$ cat config.mk
export PLATFORM = sky130hd
export DESIGN_NAME = pipelined_backend
export DESIGN_NICKNAME = d
export VERILOG_FILES = /design/src/rtl/pipelined_backend.sv
export SDC_FILE = /design/constraint.sdc
export NUM_CORES = 2
export LEC_CHECK = 0
export CELL_PAD_IN_SITES_DETAIL_PLACEMENT = 1
export CELL_PAD_IN_SITES_GLOBAL_PLACEMENT = 1
export CORE_UTILIZATION = 56
export CTS_CLUSTER_DIAMETER = 120
export DETAILED_ROUTE_END_ITERATION = 6
export PLACE_DENSITY_LB_ADDON = 0.2
export SLEW_MARGIN = 20
export SYNTH_ARGS = -nofsm -noshare
export SYNTH_HDL_FRONTEND = slang
export SYNTH_SLANG_ARGS = --single-unit
$ cat constraint.sdc
create_clock -name clk -period 6 [get_ports clk]
set_input_delay 1.2 -clock clk [delete_from_list [all_inputs] [get_ports clk]]
set_output_delay 1.2 -clock clk [all_outputs]
set_load 0.02 [all_outputs]
$ cat src/rtl/pipelined_backend.sv
// Three-stage EX/MEM/WB back-end: operand forwarding, load-use stall, flush,
// wrapping synchronous data memory and a retire counter.
module pipelined_backend #(
  parameter int DATA_W    = 16,
  parameter int REG_AW    = 3,
  parameter int MEM_DEPTH = 256,
  parameter int CNT_W     = 32
) (
  input  logic                     clk,
  input  logic                     rst,
  input  logic                     in_valid,
  output logic                     in_ready,
  input  logic [1:0]               alu_op,
  input  logic                     reg_write,
  input  logic                     mem_read,
  input  logic                     mem_write,
  input  logic [1:0]               wb_sel,
  input  logic [REG_AW-1:0]        rs1,
  input  logic [REG_AW-1:0]        rs2,
  input  logic [REG_AW-1:0]        rd,
  input  logic signed [DATA_W-1:0] op1,
  input  logic signed [DATA_W-1:0] op2,
  input  logic signed [DATA_W-1:0] imm,
  input  logic                     flush,
  output logic                     wb_en,
  output logic [REG_AW-1:0]        wb_addr,
  output logic signed [DATA_W-1:0] wb_data,
  output logic [CNT_W-1:0]         retired
);

  localparam int         MEM_AW  = $clog2(MEM_DEPTH);
  localparam logic [1:0] OP_ADD  = 2'b00;
  localparam logic [1:0] OP_SUB  = 2'b01;
  localparam logic [1:0] OP_AND  = 2'b10;
  localparam logic [1:0] WB_IMM  = 2'b01;
  localparam logic [1:0] WB_MEM  = 2'b10;

  function automatic logic signed [DATA_W-1:0] alu_f(
    input logic [1:0]               op,
    input logic signed [DATA_W-1:0] a,
    input logic signed [DATA_W-1:0] b
  );
    case (op)
      OP_ADD:  alu_f = a + b;
      OP_SUB:  alu_f = a - b;
      OP_AND:  alu_f = a & b;
      default: alu_f = a | b;
    endcase
  endfunction

  // MEM-stage result has priority over WB; otherwise the captured operand stands.
  function automatic logic signed [DATA_W-1:0] fwd_f(
    input logic [REG_AW-1:0]        rs,
    input logic signed [DATA_W-1:0] cur,
    input logic                     mem_ok,
    input logic [REG_AW-1:0]        mem_rd,
    input logic signed [DATA_W-1:0] mem_val,
    input logic                     wb_ok,
    input logic [REG_AW-1:0]        wb_rd,
    input logic signed [DATA_W-1:0] wb_val
  );
    if (mem_ok && (mem_rd == rs))
      fwd_f = mem_val;
    else if (wb_ok && (wb_rd == rs))
      fwd_f = wb_val;
    else
      fwd_f = cur;
  endfunction

  logic                     vld_p0;
  logic [1:0]               alu_op_p0;
  logic [1:0]               wb_sel_p0;
  logic                     reg_write_p0;
  logic                     load_p0;
  logic                     mem_write_p0;
  logic [REG_AW-1:0]        rs1_p0;
  logic [REG_AW-1:0]        rs2_p0;
  logic [REG_AW-1:0]        rd_p0;
  logic signed [DATA_W-1:0] op1_p0;
  logic signed [DATA_W-1:0] op2_p0;
  logic signed [DATA_W-1:0] imm_p0;

  logic                     vld_p1;
  logic                     reg_write_p1;
  logic                     load_p1;
  logic                     mem_write_p1;
  logic                     mem_sel_p1;
  logic [REG_AW-1:0]        rd_p1;
  logic [MEM_AW-1:0]        addr_p1;
  logic signed [DATA_W-1:0] res_p1;
  logic signed [DATA_W-1:0] st_p1;

  logic                     vld_p2;
  logic                     reg_write_p2;

  logic                     load_use;
  logic                     accept;
  logic signed [DATA_W-1:0] op1_cap;
  logic signed [DATA_W-1:0] op2_cap;
  logic                     mem_fwd_ok;
  logic signed [DATA_W-1:0] op1_ex;
  logic signed [DATA_W-1:0] op2_ex;
  logic signed [DATA_W-1:0] alu_ex;
  logic signed [DATA_W-1:0] res_ex;
  logic signed [DATA_W-1:0] mem_rd;

  logic signed [DATA_W-1:0] mem [MEM_DEPTH];

  assign wb_en = vld_p2 & reg_write_p2;

  // Capture (input -> p0): a result sitting in WB is newer than the register file read.
  assign load_use = vld_p0 && load_p0 && reg_write_p0 && in_valid &&
                    ((rd_p0 == rs1) || (rd_p0 == rs2));
  assign in_ready = rst && !flush && !load_use;
  assign accept   = in_valid && in_ready;
  assign op1_cap  = (wb_en && (wb_addr == rs1)) ? wb_data : op1;
  assign op2_cap  = (wb_en && (wb_addr == rs2)) ? wb_data : op2;

  // EX (p0 -> p1): loads cannot bypass from MEM, their data is not read yet.
  assign mem_fwd_ok = vld_p1 && reg_write_p1 && !load_p1;
  assign op1_ex = fwd_f(rs1_p0, op1_p0, mem_fwd_ok, rd_p1, res_p1, wb_en, wb_addr, wb_data);
  assign op2_ex = fwd_f(rs2_p0, op2_p0, mem_fwd_ok, rd_p1, res_p1, wb_en, wb_addr, wb_data);
  assign alu_ex = alu_f(alu_op_p0, op1_ex, op2_ex);
  assign res_ex = (wb_sel_p0 == WB_IMM) ? imm_p0 : alu_ex;

  // MEM (p1 -> p2): the read sees the old word even when the same slot stores.
  assign mem_rd = mem[addr_p1];

  always_ff @(posedge clk) begin
    if (rst && vld_p1 && mem_write_p1)
      mem[addr_p1] <= st_p1;
  end

  always_ff @(posedge clk) begin
    if (accept) begin
      alu_op_p0    <= alu_op;
      wb_sel_p0    <= wb_sel;
      reg_write_p0 <= reg_write;
      load_p0      <= mem_read | (wb_sel == WB_MEM);
      mem_write_p0 <= mem_write;
      rs1_p0       <= rs1;
      rs2_p0       <= rs2;
      rd_p0        <= rd;
      op1_p0       <= op1_cap;
      op2_p0       <= op2_cap;
      imm_p0       <= imm;
    end
    reg_write_p1 <= reg_write_p0;
    load_p1      <= load_p0;
    mem_write_p1 <= mem_write_p0;
    mem_sel_p1   <= (wb_sel_p0 == WB_MEM);
    rd_p1        <= rd_p0;
    addr_p1      <= alu_ex[MEM_AW-1:0];
    res_p1       <= res_ex;
    st_p1        <= op2_ex;
    reg_write_p2 <= reg_write_p1;
  end

  // WB (p2): slot valids, write-back port and retire count.
  always_ff @(posedge clk or negedge rst) begin
    if (!rst) begin
      vld_p0  <= 1'b0;
      vld_p1  <= 1'b0;
      vld_p2  <= 1'b0;
      wb_addr <= '0;
      wb_data <= '0;
      retired <= '0;
    end else begin
      vld_p0  <= accept;
      vld_p1  <= vld_p0 & ~flush;
      vld_p2  <= vld_p1;
      wb_addr <= rd_p1;
      wb_data <= mem_sel_p1 ? mem_rd : res_p1;
      if (vld_p2)
        retired <= retired + CNT_W'(1);
    end
  end

endmodule
==> metrics.csv <==
metric;value;unit
die span in x;544;µm
first-pass detailed-route iteration total;5;
Setup violations, final;0;
Psw;14.8;mW
Pins Over Slew Limit;0;
setup TNS;0;ns
DRC;0;
R2R setup slack;0.56;ns
Setup crit start;vld_p2$_DFF_PN0_;
clock sinks;4262;
status;completed;
Routed WL per cell;38.2;µm
Tcrit/Tclk final;90.6;%
Yosys top cell area share;76.1;%
Die Y;544;µm
Site Rows;198;
ys flop type;edfxtp_1;
CTS H-Tree Depth;5;
Max IR drop VDD;299;µV
Clock Skews;0.0641;ns
pre-CTS setup slack;0.660;ns
relative slew slack;16.0;%
startpoint types;register;
post-synthesis register bit count;4262;
initial antenna violation count;23;
Comb power frac;8.3;%
WS Path Type;reg2reg;
largest net degree at the start of global routing;209;
die area;295000;µm²
Cell variety after synth;70;
Worst Reg-to-Reg Cells;18;
WP data arrival;6.23;ns
post-synthesis to final-layout area growth;13.8;%
count of flip-flops with a built-in enable after synthesis;4160;
warnings from Yosys;0;
post-synth top area cell;edfxtp_1;
final hold vios;0;
Root Driver;clkbuf_16;
P_leak;58.1;nW
top cells by area, synth;edfxtp_1, mux4_2, dfrtp_1;
global-route wire length before repair;633000;µm
fillers;22800;
fin util;64.2;%
Clock transition at path regs;0.06;ns
Syn Area/Cell;23.5;µm²
post_cts resized;0;
post-cts hold buffer count;0;
Max-Cap Viols;0;
Port Buffers;120;
post-CTS setup buffers;0;
synthesized net count;7070;
element type at the critical path end;register;
clock latency on the worst-skew pair;0.99;ns
NumNets Final;7635;
worst min-delay path class;in2async;
overall power;64.6;mW
highest clock rate;184;MHz
io pins;121;
r2r endpoint;res_p1[14]$_DFF_P_;
CP required;6.80;ns
TritonCTS clock tree;built;
Routed WL;450000;µm
ys async rst share;1.27;%
top cells by count, synth;edfxtp_1, mux4_2, nor2_1;
maximum buffer depth of the clock tree;4;
switching fraction of total power;22.8;%
initial core utilization;56.4;%
clock network power share;40.9;%
Worst-Margin Slew;1.26;ns
count leader, synth;edfxtp_1;
power per cell area;346;nW/µm²
DP Wirelength;262000;µm
clock buffer count from CTS;420;
RSZ-0062 raised after global routing;false;
gr usage total;30.8;%
vias;79600;
Tmin final;5.44;ns
Cells after Synth;6982;
cell internal pwr;49.9;mW
antenna-violating nets left;0;
Worst Path Max Fanout;10;
gpl congestion;0.869;
CP endpoint;res_p1[14]$_DFF_P_;
sequential fraction of design power;50.8;%
vias in the first global route;82600;
Final WS setup;0.562;ns
sequential share of the synthesized area;77.5;%
core area;291000;µm²
routed vias/inst;6.75;
GR Overflow Total;0;
layout cell share with drive strength beyond 1;33.6;%
mapped cell area;164000;µm²
Critical R2R Launch;vld_p2$_DFF_PN0_;
initial DRC count;11200;
stage by stage:
step / hold WS, ns / instance area, µm² / instances
after floorplan: 0.323 / 164000 / 6982
after global placement: 0.334 / 173000 / 11000
after detailed placement: 0.353 / 173000 / 11000
after CTS: 0.188 / 187000 / 11800
after global routing: 0.235 / 187000 / 11800
final: 0.241 / 187000 / 11800
layout by cell type, fill, tap and decap left out, drive strengths merged, types with 8 or more instances in the layout:
cell type      Yosys  routed
nand4             19      19
a32oi             12      12
dfxtp             48      48
edfxtp          4160    4160
clkdlybuf4s50      0     119
clkinvlp           0      16
a21oi             50      50
mux2i             39      39
buf              173     397
and2               8       8
mux2              50      50
mux4            1292    1292
nor2b              8       8
a22oi             36      36
nor2             334     334
clkbuf           200     519
bufinv             0      43
inv               26      34
xor2              36      36
nand2b             8       8
clkinv             1     179
maj3               8       8
xnor2             47      47
and3              13      13
nand3             65      65
nor4              12      12
a31oi             11      11
o21ai             48      48
ha                19      19
nor3              10      10
dfrtp             54      54
nand2            124     124
final cells by class:
cell class                 count  area, µm²  area share, %
sequential                  4262     127000           68.1
multi-input combinational   2320      36100           19.3
clock buffer                 519      11200           5.98
tap                         3900       4880           2.61
timing repair buffer         516       4870           2.60
clock inverter               245       2550           1.36
inverter                      27        101         0.0542
antenna                        2       5.00        0.00268
registers in the layout, indices dropped and copies added (netlist names), 2 cells and up:
register	flops
wb_data	16
rs1_p0	3
retired	32
rs2_p0	3
wb_addr	3
mem	4096
imm_p0	16
op2_p0	16
alu_op_p0	2
rd_p0	3
rd_p1	3
addr_p1	8
res_p1	16
wb_sel_p0	2
st_p1	16
op1_p0	16
cells by family after synthesis:
group / synth area share, %
multiplexers: 18.3
XOR/XNOR: 0.447
AO/OA/AOI/OAI: 0.882
AND/OR/NAND/NOR: 1.58
flip-flops: 77.5
adder cells (fa/ha/maj): 0.206
buffers and inverters: 1.13
power by group through the flow:
| stage | clock network [mW] | registers [mW] | logic (mW) |
|---|---|---|---|
| after detailed placement | 0 | 33.5 | 5.29 |
| after global placement | 0 | 33.5 | 5.18 |
| final | 26.4 | 32.8 | 5.36 |
| after global routing | 27.6 | 32.8 | 5.53 |
| after floorplan | 0 | 33.5 | 3.08 |
| after CTS | 26.7 | 32.8 | 5.32 |
layer usage:
| layer | up-vias | wire length (µm) | GRT usage (%) |
|---|---|---|---|
| met5 | - | 164 | 0 |
| met4 | 22 | 18800 | 11.3 |
| met3 | 863 | 46600 | 6.27 |
| met2 | 4843 | 214000 | 48.2 |
| met1 | 42900 | 171000 | 43.7 |
| li1 | 30900 | - | - |
critical path, stage by stage, from the launching register on:
cell	delay, ns
dfrtp_1	0.46
nand2_2	0.18
clkinv_1	0.27
and4_1	0.40
mux2i_1	0.16
o21ai_0	0.60
inv_1	0.19
ha_1	0.32
mux2i_1	0.11
fa_1	0.45
a21o_1	0.18
a21oi_1	0.25
o21bai_1	0.13
a211o_1	0.34
a2111oi_0	0.59
o41ai_1	0.21
xor2_1	0.18
mux2i_1	0.16
a21oi_1	0.09
how the worst min path moves through the flow:
stage / from / endpoint / slack, ns / cells after the start
6_report: rst / wb_data[2]$_DFF_PN0_ / 0.24 / 1
4_1_cts: rst / wb_data[2]$_DFF_PN0_ / 0.19 / 1
3_3_place_gp: mem_write_p0$_DFFE_PP_ / mem_write_p1$_DFF_P_ / 0.33 / 0
3_5_place_dp: mem_write_p0$_DFFE_PP_ / mem_write_p1$_DFF_P_ / 0.35 / 0
5_1_grt: rst / wb_data[2]$_DFF_PN0_ / 0.24 / 1
2_1_floorplan: mem_write_p0$_DFFE_PP_ / mem_write_p1$_DFF_P_ / 0.32 / 0
No activity file was read; power rests on OpenSTA's default activity.
